$ cat config.mk
export PLATFORM = sky130hd
export DESIGN_NAME = temporizador
export DESIGN_NICKNAME = d
export VERILOG_FILES = /design/src/rtl/temporizador.sv
export SDC_FILE = /design/constraint.sdc
export NUM_CORES = 1
export LEC_CHECK = 0
export BUFFER_PORTS_ARGS = -buffer_cell sky130_fd_sc_hd__buf_2
export CORE_MARGIN = 3
export CORE_UTILIZATION = 35
export DETAILED_ROUTE_END_ITERATION = 7
export GPL_TIMING_DRIVEN = 1
export PLACE_DENSITY = 0.52
export SETUP_SLACK_MARGIN = 0.5
export SYNTH_ARGS = -nofsm -noshare
export SYNTH_HDL_FRONTEND = slang
export SYNTH_SLANG_ARGS = --single-unit
$ cat constraint.sdc
create_clock -name clk -period 5.8 [get_ports clk]
set_input_delay 1.16 -clock clk [delete_from_list [all_inputs] [get_ports clk]]
set_output_delay 1.16 -clock clk [all_outputs]
set_load 0.02 [all_outputs]
$ cat src/rtl/temporizador.sv
// Cooking countdown timer: BCD mm:ss value entered from the keypad while the
// oven is idle, counted down once per prescaled tick while the magnetron is on.
// timer_done feeds the start/stop control logic downstream.
//
// Interface behaviour, in one place:
//   load    - single-cycle strobe, sampled on every rising edge. Accepted only
//             when enable=0, clearn=1 and digit<=9; otherwise dropped silently.
//   clearn  - level-sensitive, synchronous; beats any decrement or load.
//   enable  - level; while high and the value is nonzero the prescaler runs.
//   tick    - registered one-cycle pulse after each decrement edge.
//   All outputs are registered; state_dbg mirrors the FSM state register
//   (0 = ZERO, 1 = ARMED, 2 = COUNTING).
module temporizador #(
    parameter int CLK_DIV = 100,
    parameter int PRESC_W = 7
) (
    input  logic       clk,
    input  logic       resetn,
    input  logic       clearn,
    input  logic       load,
    input  logic [3:0] digit,
    input  logic       enable,
    output logic [3:0] min_tens,
    output logic [3:0] min_ones,
    output logic [3:0] sec_tens,
    output logic [3:0] sec_ones,
    output logic       tick,
    output logic       running,
    output logic       timer_done,
    output logic [1:0] state_dbg
);

    typedef enum logic [1:0] {
        ST_ZERO     = 2'd0,
        ST_ARMED    = 2'd1,
        ST_COUNTING = 2'd2
    } state_t;

    state_t               r_state;
    logic [PRESC_W-1:0]   r_presc;
    logic [3:0]           r_min_tens, r_min_ones, r_sec_tens, r_sec_ones;
    logic                 r_tick, r_running, r_done;

    logic                 w_nonzero;
    logic                 w_presc_top;
    logic                 w_count_en;
    logic                 w_dec;
    logic                 w_load_ok;
    logic [PRESC_W-1:0]   w_presc_next;
    logic                 w_b0, w_b1, w_b2;
    logic [3:0]           w_dec_mt, w_dec_mo, w_dec_st, w_dec_so;
    logic [3:0]           w_nxt_mt, w_nxt_mo, w_nxt_st, w_nxt_so;
    logic                 w_next_zero;
    state_t               w_state_next;

    // Next-value logic: prescaler, BCD borrow chain, keypad shift, clear priority.
    always_comb begin
        w_nonzero   = |{r_min_tens, r_min_ones, r_sec_tens, r_sec_ones};
        w_presc_top = (r_presc == PRESC_W'(CLK_DIV - 1));
        w_count_en  = clearn && enable && w_nonzero;
        w_dec       = w_count_en && w_presc_top;
        // enable=1 blocks loads, so a load can never collide with a decrement.
        w_load_ok   = clearn && !enable && load && (digit <= 4'd9);

        w_presc_next = '0;
        if (w_count_en && !w_presc_top)
            w_presc_next = r_presc + 1'b1;

        // Borrow chain; sec_tens 6..9 from keypad decrements normally, reloads 5.
        w_b0     = (r_sec_ones == 4'd0);
        w_dec_so = w_b0 ? 4'd9 : r_sec_ones - 4'd1;
        w_b1     = w_b0 && (r_sec_tens == 4'd0);
        w_dec_st = w_b0 ? ((r_sec_tens == 4'd0) ? 4'd5 : r_sec_tens - 4'd1) : r_sec_tens;
        w_b2     = w_b1 && (r_min_ones == 4'd0);
        w_dec_mo = w_b1 ? ((r_min_ones == 4'd0) ? 4'd9 : r_min_ones - 4'd1) : r_min_ones;
        // A decrement only happens from a nonzero value, so min_tens never wraps.
        w_dec_mt = w_b2 ? r_min_tens - 4'd1 : r_min_tens;

        w_nxt_mt = r_min_tens;
        w_nxt_mo = r_min_ones;
        w_nxt_st = r_sec_tens;
        w_nxt_so = r_sec_ones;
        if (!clearn) begin
            w_nxt_mt = 4'd0;
            w_nxt_mo = 4'd0;
            w_nxt_st = 4'd0;
            w_nxt_so = 4'd0;
        end else if (w_dec) begin
            w_nxt_mt = w_dec_mt;
            w_nxt_mo = w_dec_mo;
            w_nxt_st = w_dec_st;
            w_nxt_so = w_dec_so;
        end else if (w_load_ok) begin
            w_nxt_mt = r_min_ones;
            w_nxt_mo = r_sec_tens;
            w_nxt_st = r_sec_ones;
            w_nxt_so = digit;
        end

        w_next_zero = ~|{w_nxt_mt, w_nxt_mo, w_nxt_st, w_nxt_so};

        // State follows the next value: zero wins, otherwise enable picks run/pause.
        w_state_next = r_state;
        case (r_state)
            ST_ZERO:     if (!w_next_zero) w_state_next = enable ? ST_COUNTING : ST_ARMED;
            ST_ARMED:    if (w_next_zero) w_state_next = ST_ZERO;
                         else if (enable) w_state_next = ST_COUNTING;
            ST_COUNTING: if (w_next_zero) w_state_next = ST_ZERO;
                         else if (!enable) w_state_next = ST_ARMED;
            default:     w_state_next = ST_ZERO;
        endcase
    end

    // Datapath registers: prescaler and the four BCD digits.
    always_ff @(posedge clk or negedge resetn) begin
        if (!resetn) begin
            r_presc    <= '0;
            r_min_tens <= 4'd0;
            r_min_ones <= 4'd0;
            r_sec_tens <= 4'd0;
            r_sec_ones <= 4'd0;
        end else begin
            r_presc    <= w_presc_next;
            r_min_tens <= w_nxt_mt;
            r_min_ones <= w_nxt_mo;
            r_sec_tens <= w_nxt_st;
            r_sec_ones <= w_nxt_so;
        end
    end

    // FSM state and its registered status outputs.
    always_ff @(posedge clk or negedge resetn) begin
        if (!resetn) begin
            r_state   <= ST_ZERO;
            r_tick    <= 1'b0;
            r_running <= 1'b0;
            r_done    <= 1'b1;
        end else begin
            r_state   <= w_state_next;
            r_tick    <= w_dec;
            r_running <= (w_state_next == ST_COUNTING);
            r_done    <= w_next_zero;
        end
    end

    assign min_tens   = r_min_tens;
    assign min_ones   = r_min_ones;
    assign sec_tens   = r_sec_tens;
    assign sec_ones   = r_sec_ones;
    assign tick       = r_tick;
    assign running    = r_running;
    assign timer_done = r_done;
    assign state_dbg  = r_state;

endmodule

==> reports/qor.tcl, run 1 <==
set qor(hp-class) {flip-flop to flip-flop}
set qor(total_nets_final) 240
set qor(worst_slew_margin_rel_pct) 47.29
set qor(clock_latency_reported_for_the_late_side_of_the_worst_skew_pair_ps) 280
set qor(ys_seq_area_share_pct) 37.15
set qor(area_growth_syn_to_layout_pct) 12.72
set qor(fillers) 510
set qor(setup_violations) 0
set qor(post_drt_via_cell_ratio) 5.527
set qor(timing.max_cap.violations) 0
set qor(initial_standard_cell_utilization_of_the_core_pct) 36.53
set qor(cts-resized-gates) 0
set qor(postSynth.asyncResetShare_pct) 100.0
set qor(via_count_of_the_first_global_routing_pass) 1592
set qor(port_buffers) 29
set qor(hold_viol) 0
set qor(cts.clk_slew.worst_paths_ps) 100
set qor(layout.cells.most_common_list) {sky130_fd_sc_hd__buf_2, sky130_fd_sc_hd__dfrtp_1, sky130_fd_sc_hd__nand2_1}
set qor(ff_latch_count_synth) 28
set qor(drtIter0Drc) 155
set qor(layout_commonest_cell) {sky130_fd_sc_hd__buf_2}
set qor(gr-total-overflow) 0
set qor(antenna_violating_nets_post_route) 0
set qor(worstSetupPathType) {input pin to flip-flop}
set qor(cts.root.buffer_cell) {sky130_fd_sc_hd__clkbuf_8}
set qor(rsz0062_at_grt) {no}
set qor(power-per-cell-area_mw_per_mm2) 200.6
set qor(worst_slew_pin_slew_ps) 784.7
set qor(dr_total_vias) 1636
set qor(top_level_ports) 30
set qor(rows) 26
set qor(timing.critical_path.fanout_max) 19
set qor(power_leakage_nw) 0.9615
set qor(timing.final.max_slew_violations) 0
set qor(final_period_minus_worst_setup_slack_ps) 3516
set qor(area_of_the_placeable_core_mm2) 0.005172
set qor(max-clock-path-buffers) 2
set qor(detail_route.wl_per_cell_um) 16.44
set qor(global_route.usage.total_pct) 16.17
set qor(post-dp-hpwl_mm) 3.458
set qor(post_route_cells_drive_above_1_share_pct) 23.01
set qor(pin_count_of_the_biggest_net_entering_global_routing) 29
set qor(tritoncts) {yes}
set qor(post_synth.cell_area_avg_um2) 9.261
set qor(first_pass_iters) 5
set qor(dpl_cell_area_mm2) 0.002058
set qor(chipWidth_um) 79.47
set qor(syn-cell-area_mm2) 0.001889
set qor(final.setup.worst_slack_ps) 2284
set qor(preCtsSetupSlack_ps) 1986
set qor(power.ir.vdd_worst_mv) 0.1169
set qor(grt_first_pass_wirelength_mm) 8.128
set qor(yosys_warnings) 0
set qor(run_status) {completed}
set qor(critical_path.startpoint_type) {input pin}
set qor(cp_data_required_time_ps) 5960
set qor(final.setup_skew_ps) 5.241
set qor(synth_edf_count) 0
set qor(syn-num-nets) 217
set qor(floorplan.die_area_mm2) 0.006315
set qor(gate_count_post_synth) 204
set qor(most_common_flop_cell_mapped_by_yosys) {sky130_fd_sc_hd__dfrtp_1}
set qor(drt_total_wl_mm) 4.865
set qor(tritoncts_num_sinks) 28
set qor(critical_path_arrival_ps) 3680
set qor(synth.distinct_cells) 57
set qor(finalWeightedCongestion) 0.7976
set qor(totalNegativeSetupSlack_ps) 0
set qor(remaining_drc_errors) 0
set qor(postCtsSetupRepairBufs) 0
set qor(design_power_total_mw) 0.4273
set qor(htree_num_levels) 1
set qor(fmax_mhz) 284.4
set qor(critPathCaptureType) {flip-flop}
set qor(post_cts_hold_buffer_count) 0
set qor(cts_buffers) 3
set qor(number_of_antenna_violations_at_the_first_check_in_global_routing) 0
set qor(finish.instance_area_mm2) 0.002130
set qor(layout.core_utilization_pct) 41.17
set qor(timing.final.crit_share_pct) 60.62
set qor(antenna_cells) 0
set qor(die-height_um) 79.47
[per-stage QoR]
step	instances	hold slack (ps)
4_1_cts	296	470.6
6_report	296	471.9
2_1_floorplan	204	425.1
3_3_place_gp	292	454.8
5_1_grt	296	503.3
3_5_place_dp	292	454.0
[cells by family (layout without fill, tap and decap cells)]
| family | after synthesis | after routing | synth area share, % |
|---|---|---|---|
| adder cells (fa/ha/maj) | 4 | 4 | 2.649 |
| flip-flops | 28 | 28 | 37.15 |
| AND/OR/NAND/NOR | 101 | 101 | 33.24 |
| AO/OA/AOI/OAI | 40 | 40 | 16.56 |
| buffers and inverters | 21 | 43 | 5.364 |
| multiplexers | 4 | 4 | 2.252 |
| XOR/XNOR | 6 | 6 | 2.781 |
[state kept, by name, indices dropped and copies added, names as in the netlist]
register,cells
r_presc,7
min_ones,4
sec_tens,4
min_tens,4
state_dbg,2
running,1
timer_done,1
tick,1
sec_ones,4
[layer usage]
layer  global-route usage (%)  vias to the layer above  wire length, µm
met3                    3.047                        2              218
li1                         -                      805                -
met5                        0                        -                0
met2                    26.54                       34             2318
met1                    22.39                      795             2303
met4                    2.577                        0               25
[path summary, 6_finish.rpt]
| path | cells after the start | from | endpoint | slack [ps] |
|---|---|---|---|---|
| max | 8 | digit[1] | running | 2280 |
| min | 1 | r_presc[0] | r_presc[0] | 470 |
| max reg2reg | 10 | sec_tens[0] | running | 2300 |
| min reg2reg | 1 | r_presc[0] | r_presc[0] | 470 |
| max in group asynchronous | 1 | resetn | min_tens[1] | 4500 |
| min in group asynchronous | 1 | resetn | sec_ones[3] | 890 |
[where the power goes]
part           total [mW]  switching (mW)  internal [mW]
Clock               0.159          0.0666         0.0925
Combinational      0.0629          0.0410         0.0219
Sequential          0.205         0.00521          0.200
Total               0.427           0.113          0.315
[final cells by class]
type,instances,area (µm²),area share [%]
Timing Repair Buffer,29,145.1,6.816
Clock inverter,1,30.03,1.410
Tap cell,70,87.58,4.113
Clock buffer,3,41.29,1.939
Multi-Input combinational cell,155,1086,51.00
Inverter,10,37.54,1.763
Sequential cell,28,701.9,32.96
[worst max-delay path, cell delays in order]
cell                      delay (ps)
sky130_fd_sc_hd__buf_2           120
sky130_fd_sc_hd__o21ai_1         170
sky130_fd_sc_hd__and4b_1         680
sky130_fd_sc_hd__mux2_1          380
sky130_fd_sc_hd__o211a_1         220
sky130_fd_sc_hd__or4b_4          490
sky130_fd_sc_hd__nor4_4          370
sky130_fd_sc_hd__nor2_1           80
[cell usage after synthesis, types with 3 or more instances]
| cell type | count | area (µm²) |
|---|---|---|
| sky130_fd_sc_hd__nor4_1 | 4 | 25.02 |
| sky130_fd_sc_hd__a21oi_1 | 7 | 35.03 |
| sky130_fd_sc_hd__xnor2_1 | 4 | 35.03 |
| sky130_fd_sc_hd__inv_1 | 9 | 33.78 |
| sky130_fd_sc_hd__nand3_1 | 6 | 30.03 |
| sky130_fd_sc_hd__o21ai_1 | 3 | 15.01 |
| sky130_fd_sc_hd__nor2_1 | 21 | 78.83 |
| sky130_fd_sc_hd__dfrtp_1 | 27 | 675.7 |
| sky130_fd_sc_hd__nand4_1 | 4 | 25.02 |
| sky130_fd_sc_hd__clkbuf_1 | 8 | 30.03 |
| sky130_fd_sc_hd__a211oi_1 | 4 | 30.03 |
| sky130_fd_sc_hd__nand4b_1 | 4 | 35.03 |
| sky130_fd_sc_hd__nand2_1 | 23 | 86.33 |
| sky130_fd_sc_hd__buf_6 | 3 | 33.78 |
| sky130_fd_sc_hd__o21ai_0 | 5 | 25.02 |
| sky130_fd_sc_hd__and3_1 | 4 | 25.02 |
| sky130_fd_sc_hd__nor3_1 | 9 | 45.04 |
| sky130_fd_sc_hd__ha_1 | 4 | 50.05 |
Power figures use the tool's default switching activity.
==> run 2, diff against run 1 <==
- clock period: 5.8 -> 3.3 ns (I/O delays scaled with it)
==> reports/qor.tcl, run 2 (same netlist as run 1, synthesis figures left out) <==
set qor(power.ir.vdd_worst_mv) 0.1676
set qor(critPathCaptureType) {flip-flop}
set qor(globalRoute.busiestLayer) {met2}
set qor(final.setup.worst_slack_ps) 599.0
set qor(timing.final.crit_share_pct) 81.85
set qor(power_leakage_nw) 1.128
set qor(layout_commonest_cell) {sky130_fd_sc_hd__buf_2}
set qor(htree_num_levels) 1
set qor(fillers) 499
set qor(gr-total-overflow) 0
set qor(preCtsSetupSlack_ps) 233.9
set qor(antenna_violating_nets_post_route) 0
set qor(power-per-cell-area_mw_per_mm2) 316.2
set qor(dr_total_vias) 1816
set qor(layout.cells.most_common_list) {sky130_fd_sc_hd__buf_2, sky130_fd_sc_hd__buf_4, sky130_fd_sc_hd__nand2_1}
set qor(final_period_minus_worst_setup_slack_ps) 2701
set qor(final.setup_skew_ps) 6.554
set qor(pin_count_of_the_biggest_net_entering_global_routing) 29
set qor(remaining_drc_errors) 0
set qor(clock_latency_reported_for_the_late_side_of_the_worst_skew_pair_ps) 280
set qor(total_nets_final) 270
set qor(timing.max_cap.violations) 0
set qor(worstSetupPathType) {flip-flop to flip-flop}
set qor(max-clock-path-buffers) 2
set qor(grt_first_pass_wirelength_mm) 8.914
set qor(worst_slew_margin_rel_pct) 56.68
set qor(cts.root.buffer_cell) {sky130_fd_sc_hd__clkbuf_8}
set qor(run_status) {completed}
set qor(initial_standard_cell_utilization_of_the_core_pct) 36.53
set qor(hp-class) {input pin to asynchronous set/reset pin}
set qor(worst_slew_pin_slew_ps) 649.8
set qor(groute.layer.met2.usage_pct) 29.72
set qor(die-height_um) 79.47
set qor(antenna_cells) 0
set qor(chipWidth_um) 79.47
set qor(area_of_the_placeable_core_mm2) 0.005172
set qor(largest_register) {r_presc}
set qor(floorplan.die_area_mm2) 0.006315
set qor(top_level_ports) 30
set qor(post-dp-hpwl_mm) 3.783
set qor(grt_util_met3_pct) 3.047
set qor(tritoncts_num_sinks) 28
set qor(groute.layer.met1.usage_pct) 24.69
set qor(largest_reg_flops) 7
set qor(timing.critical_path.fanout_max) 6
set qor(global_route.usage.total_pct) 17.86
set qor(totalNegativeSetupSlack_ps) 0
set qor(detail_route.wl_per_cell_um) 16.99
set qor(timing.final.max_slew_violations) 0
set qor(cp_data_required_time_ps) 3460
set qor(area_growth_syn_to_layout_pct) 30.73
set qor(first_pass_iters) 4
set qor(tritoncts) {yes}
set qor(multiInputGateArea_mm2) 0.001176
set qor(critical_path.startpoint_type) {flip-flop}
set qor(layout.core_utilization_pct) 47.75
set qor(drt_total_wl_mm) 5.538
set qor(hold_viol) 0
set qor(post_route_cells_drive_above_1_share_pct) 39.84
set qor(drtIter0Drc) 157
set qor(fmax_mhz) 370.2
set qor(post_drt_via_cell_ratio) 5.571
set qor(critical_path_arrival_ps) 2860
set qor(cts_buffers) 3
set qor(port_buffers) 29
set qor(via_count_of_the_first_global_routing_pass) 1684
set qor(design_power_total_mw) 0.7809
set qor(layout.area.seq_um2) 710.7
set qor(setup_violations) 0
set qor(cts.clk_slew.worst_paths_ps) 100
set qor(number_of_antenna_violations_at_the_first_check_in_global_routing) 0
set qor(rsz0062_at_grt) {no}
set qor(finalWeightedCongestion) 0.8363
set qor(rows) 26
## run 2: through the flow
stage	area, µm²	cells	hold WS (ps)
floorplan	1891	204	364.4
global placement	2141	303	456.3
detailed placement	2141	303	441.9
CTS	2277	311	414.9
global route	2470	326	426.7
finish	2470	326	390.1
## run 2: final timing paths
check                             from           to  slack, ps  cells after the start
min reg2reg                 r_presc[0]   r_presc[0]        460                      1
max                        sec_tens[0]      running        600                     11
min in group clk            r_presc[0]   r_presc[0]        460                      1
max in group asynchronous       resetn  min_tens[1]       2440                      1
min                             resetn  sec_ones[1]        390                      1
max reg2reg                sec_tens[0]      running        600                     11
## run 2: area by class of cell
cell class	instances	share of cell area, %
clock buffer	3	1.672
clock inverter	1	1.216
inverter	10	1.722
multi-input combinational	155	47.62
sequential	28	28.77
tap	70	3.546
timing repair buffer	59	15.45
## run 2: per-layer routing
metal / part of all wire, % / wire, µm / vias to the layer above
met5: 0 / 0 / -
met4: 0.45 / 25 / 0
met3: 5.3 / 293 / 2
met2: 51 / 2818 / 51
met1: 43 / 2401 / 896
li1: - / - / 867
## run 2: worst max-delay path, stage by stage, from the launching register on
cell	delay [ps]
sky130_fd_sc_hd__dfrtp_2	450
sky130_fd_sc_hd__inv_4	90
sky130_fd_sc_hd__ha_4	160
sky130_fd_sc_hd__nor3b_4	220
sky130_fd_sc_hd__buf_6	140
sky130_fd_sc_hd__nand4_4	120
sky130_fd_sc_hd__nand2b_4	120
sky130_fd_sc_hd__inv_2	60
sky130_fd_sc_hd__o211a_1	230
sky130_fd_sc_hd__or4b_4	490
sky130_fd_sc_hd__nor4_4	390
sky130_fd_sc_hd__nor2_1	90
## run 2: power breakdown
| group | internal, mW | switching (mW) |
|---|---|---|
| clock network | 0.163 | 0.116 |
| registers | 0.352 | 0.00793 |
| logic | 0.0581 | 0.0844 |
## run 2: timing repair
action                     4_1_cts  5_1_grt
pin swaps                        3        5
buffers inserted                 4       15
resized for setup                7       25
setup endpoints to repair        4        4
hold buffers                     0        0
==> run 3, diff against run 2 <==
- clock period: 3.3 -> 2.7 ns (I/O delays scaled with it)
==> reports/qor.tcl, run 3 (same netlist as run 1, synthesis figures left out) <==
set qor(run_status) {completed}
set qor(fin_worst_hold_slack_ps) 264.0
set qor(totalNegativeSetupSlack_ps) 0
set qor(hp-class) {input pin to asynchronous set/reset pin}
set qor(preCtsSetupSlack_ps) 2.637
set qor(final_period_minus_worst_setup_slack_ps) 2570
set qor(post_drt_via_cell_ratio) 5.487
set qor(critPathMostFrequentCell) {sky130_fd_sc_hd__nor4_4}
set qor(gr-total-overflow) 0
set qor(dp.cells) 322
set qor(layout.cells.most_common_list) {sky130_fd_sc_hd__buf_4, sky130_fd_sc_hd__buf_2, sky130_fd_sc_hd__nand2_1}
set qor(critical_path.startpoint_type) {flip-flop}
set qor(layout.core_utilization_pct) 50.99
set qor(via_count_of_the_first_global_routing_pass) 1845
set qor(finish.instance_area_mm2) 0.002638
set qor(antenna_cells) 0
set qor(rows) 26
set qor(power-per-cell-area_mw_per_mm2) 376.9
set qor(critical_path_buf_inv_count) 0
set qor(largest_register) {r_presc}
set qor(final_cells) 341
set qor(cp_data_required_time_ps) 2870
set qor(design_power_total_mw) 0.9942
set qor(area_growth_syn_to_layout_pct) 39.60
set qor(first_pass_iters) 4
set qor(cp_top_family) {simple AND/OR/NAND/NOR gates}
set qor(drtIter0Drc) 196
set qor(worst_slew_margin_rel_pct) 55.88
set qor(cts.root.buffer_cell) {sky130_fd_sc_hd__clkbuf_8}
set qor(post_route_cells_drive_above_1_share_pct) 43.91
set qor(worst_path_largest_cell_delay_ps) 600
set qor(drt_total_wl_mm) 5.891
set qor(largest_reg_flops) 7
set qor(dpl_cell_area_mm2) 0.002341
set qor(setup_violations) 0
set qor(worst_slew_pin_slew_ps) 661.9
set qor(timing.critical_path.fanout_max) 5
set qor(die-height_um) 79.47
set qor(floorplan.die_area_mm2) 0.006315
set qor(timing.max_cap.violations) 0
set qor(chipWidth_um) 79.47
set qor(clock_latency_reported_for_the_late_side_of_the_worst_skew_pair_ps) 280
set qor(timing.final.max_slew_violations) 0
set qor(worst_path_max_delay_cell) {sky130_fd_sc_hd__or4_4}
set qor(cts.clk_slew.worst_paths_ps) 120
set qor(rsz0062_at_grt) {yes}
set qor(final.setup.worst_slack_ps) 130.3
set qor(tritoncts_num_sinks) 28
set qor(final.setup_skew_ps) 7.539
set qor(grt_first_pass_wirelength_mm) 9.556
set qor(fmax_mhz) 389.1
set qor(dr_total_vias) 1871
set qor(initial_standard_cell_utilization_of_the_core_pct) 36.53
set qor(critical_path_arrival_ps) 2740
set qor(global_route.usage.total_pct) 19.28
set qor(hold_viol) 0
set qor(worstPathCellList) {or4_4, nor4_4, mux2i_1, nand4_1, o311a_1, nor4_4, nor2_1}
set qor(worst_setup_path_startpoint) {sec_ones[0]}
set qor(detail_route.wl_per_cell_um) 17.28
set qor(area_of_the_placeable_core_mm2) 0.005172
set qor(top_level_ports) 30
set qor(timing.final.crit_share_pct) 95.18
set qor(max-clock-path-buffers) 2
set qor(number_of_antenna_violations_at_the_first_check_in_global_routing) 0
set qor(tritoncts) {yes}
set qor(htree_num_levels) 1
set qor(source_of_the_worst_register_to_register_timing_path) {sec_ones[0]}
set qor(remaining_drc_errors) 0
set qor(layout_commonest_cell) {sky130_fd_sc_hd__buf_4}
set qor(port_buffers) 29
set qor(pin_count_of_the_biggest_net_entering_global_routing) 29
set qor(critPathCaptureType) {flip-flop}
set qor(power_leakage_nw) 1.227
set qor(power.ir.vdd_worst_mv) 0.1908
set qor(total_nets_final) 285
set qor(post-dp-hpwl_mm) 4.127
set qor(cts_buffers) 3
set qor(worstSetupPathType) {flip-flop to flip-flop}
set qor(antenna_violating_nets_post_route) 0
set qor(finalWeightedCongestion) 0.8451
run 3: changes by cell type in the layout (fill, tap and decap cells not counted), sizes merged:
cell / delta
buf: +15
run 3: where the power goes:
group          leakage, nW  switching (mW)  internal, mW  total (mW)
registers            0.375         0.00689         0.430       0.437
clock network       0.0357           0.153         0.199       0.352
logic                0.816           0.114        0.0906       0.205
run 3: cell type report:
| class | count | area, µm² |
|---|---|---|
| inverters | 10 | 45.04 |
| clock inverters | 1 | 30.03 |
| fillers | 491 | 2535 |
| clock buffers | 3 | 41.29 |
| repair buffers | 74 | 514.2 |
| well taps | 70 | 87.58 |
| multi-input cells | 155 | 1210 |
| flip-flops and latches | 28 | 709.4 |
run 3: path summary, 6_finish.rpt:
check / endpoint / slack, ps / cells past startpoint
worst min register to register: r_presc[0] / 470 / 1
max in group asynchronous: sec_ones[0] / 1960 / 1
worst max-delay path: running / 130 / 7
worst max register to register: running / 130 / 7
worst min-delay path: sec_tens[0] / 260 / 1
min in group clk: r_presc[0] / 470 / 1
run 3: timing repair:
action | CTS | global route
pin swaps | 12 | 9
gates resized for setup | 14 | 12
hold buffers | 0 | 0
endpoints found under the setup margin | 5 | 9
setup buffers | 12 | 3
run 3: metal layers:
| layer | vias to the layer above | track usage (%) | share of wire [%] |
|---|---|---|---|
| li1 | 905 | - | - |
| met1 | 899 | 27.62 | 47 |
| met2 | 59 | 30.30 | 46 |
| met3 | 8 | 2.257 | 5.0 |
| met4 | 0 | 5.670 | 1.3 |
| met5 | - | 0 | 0 |
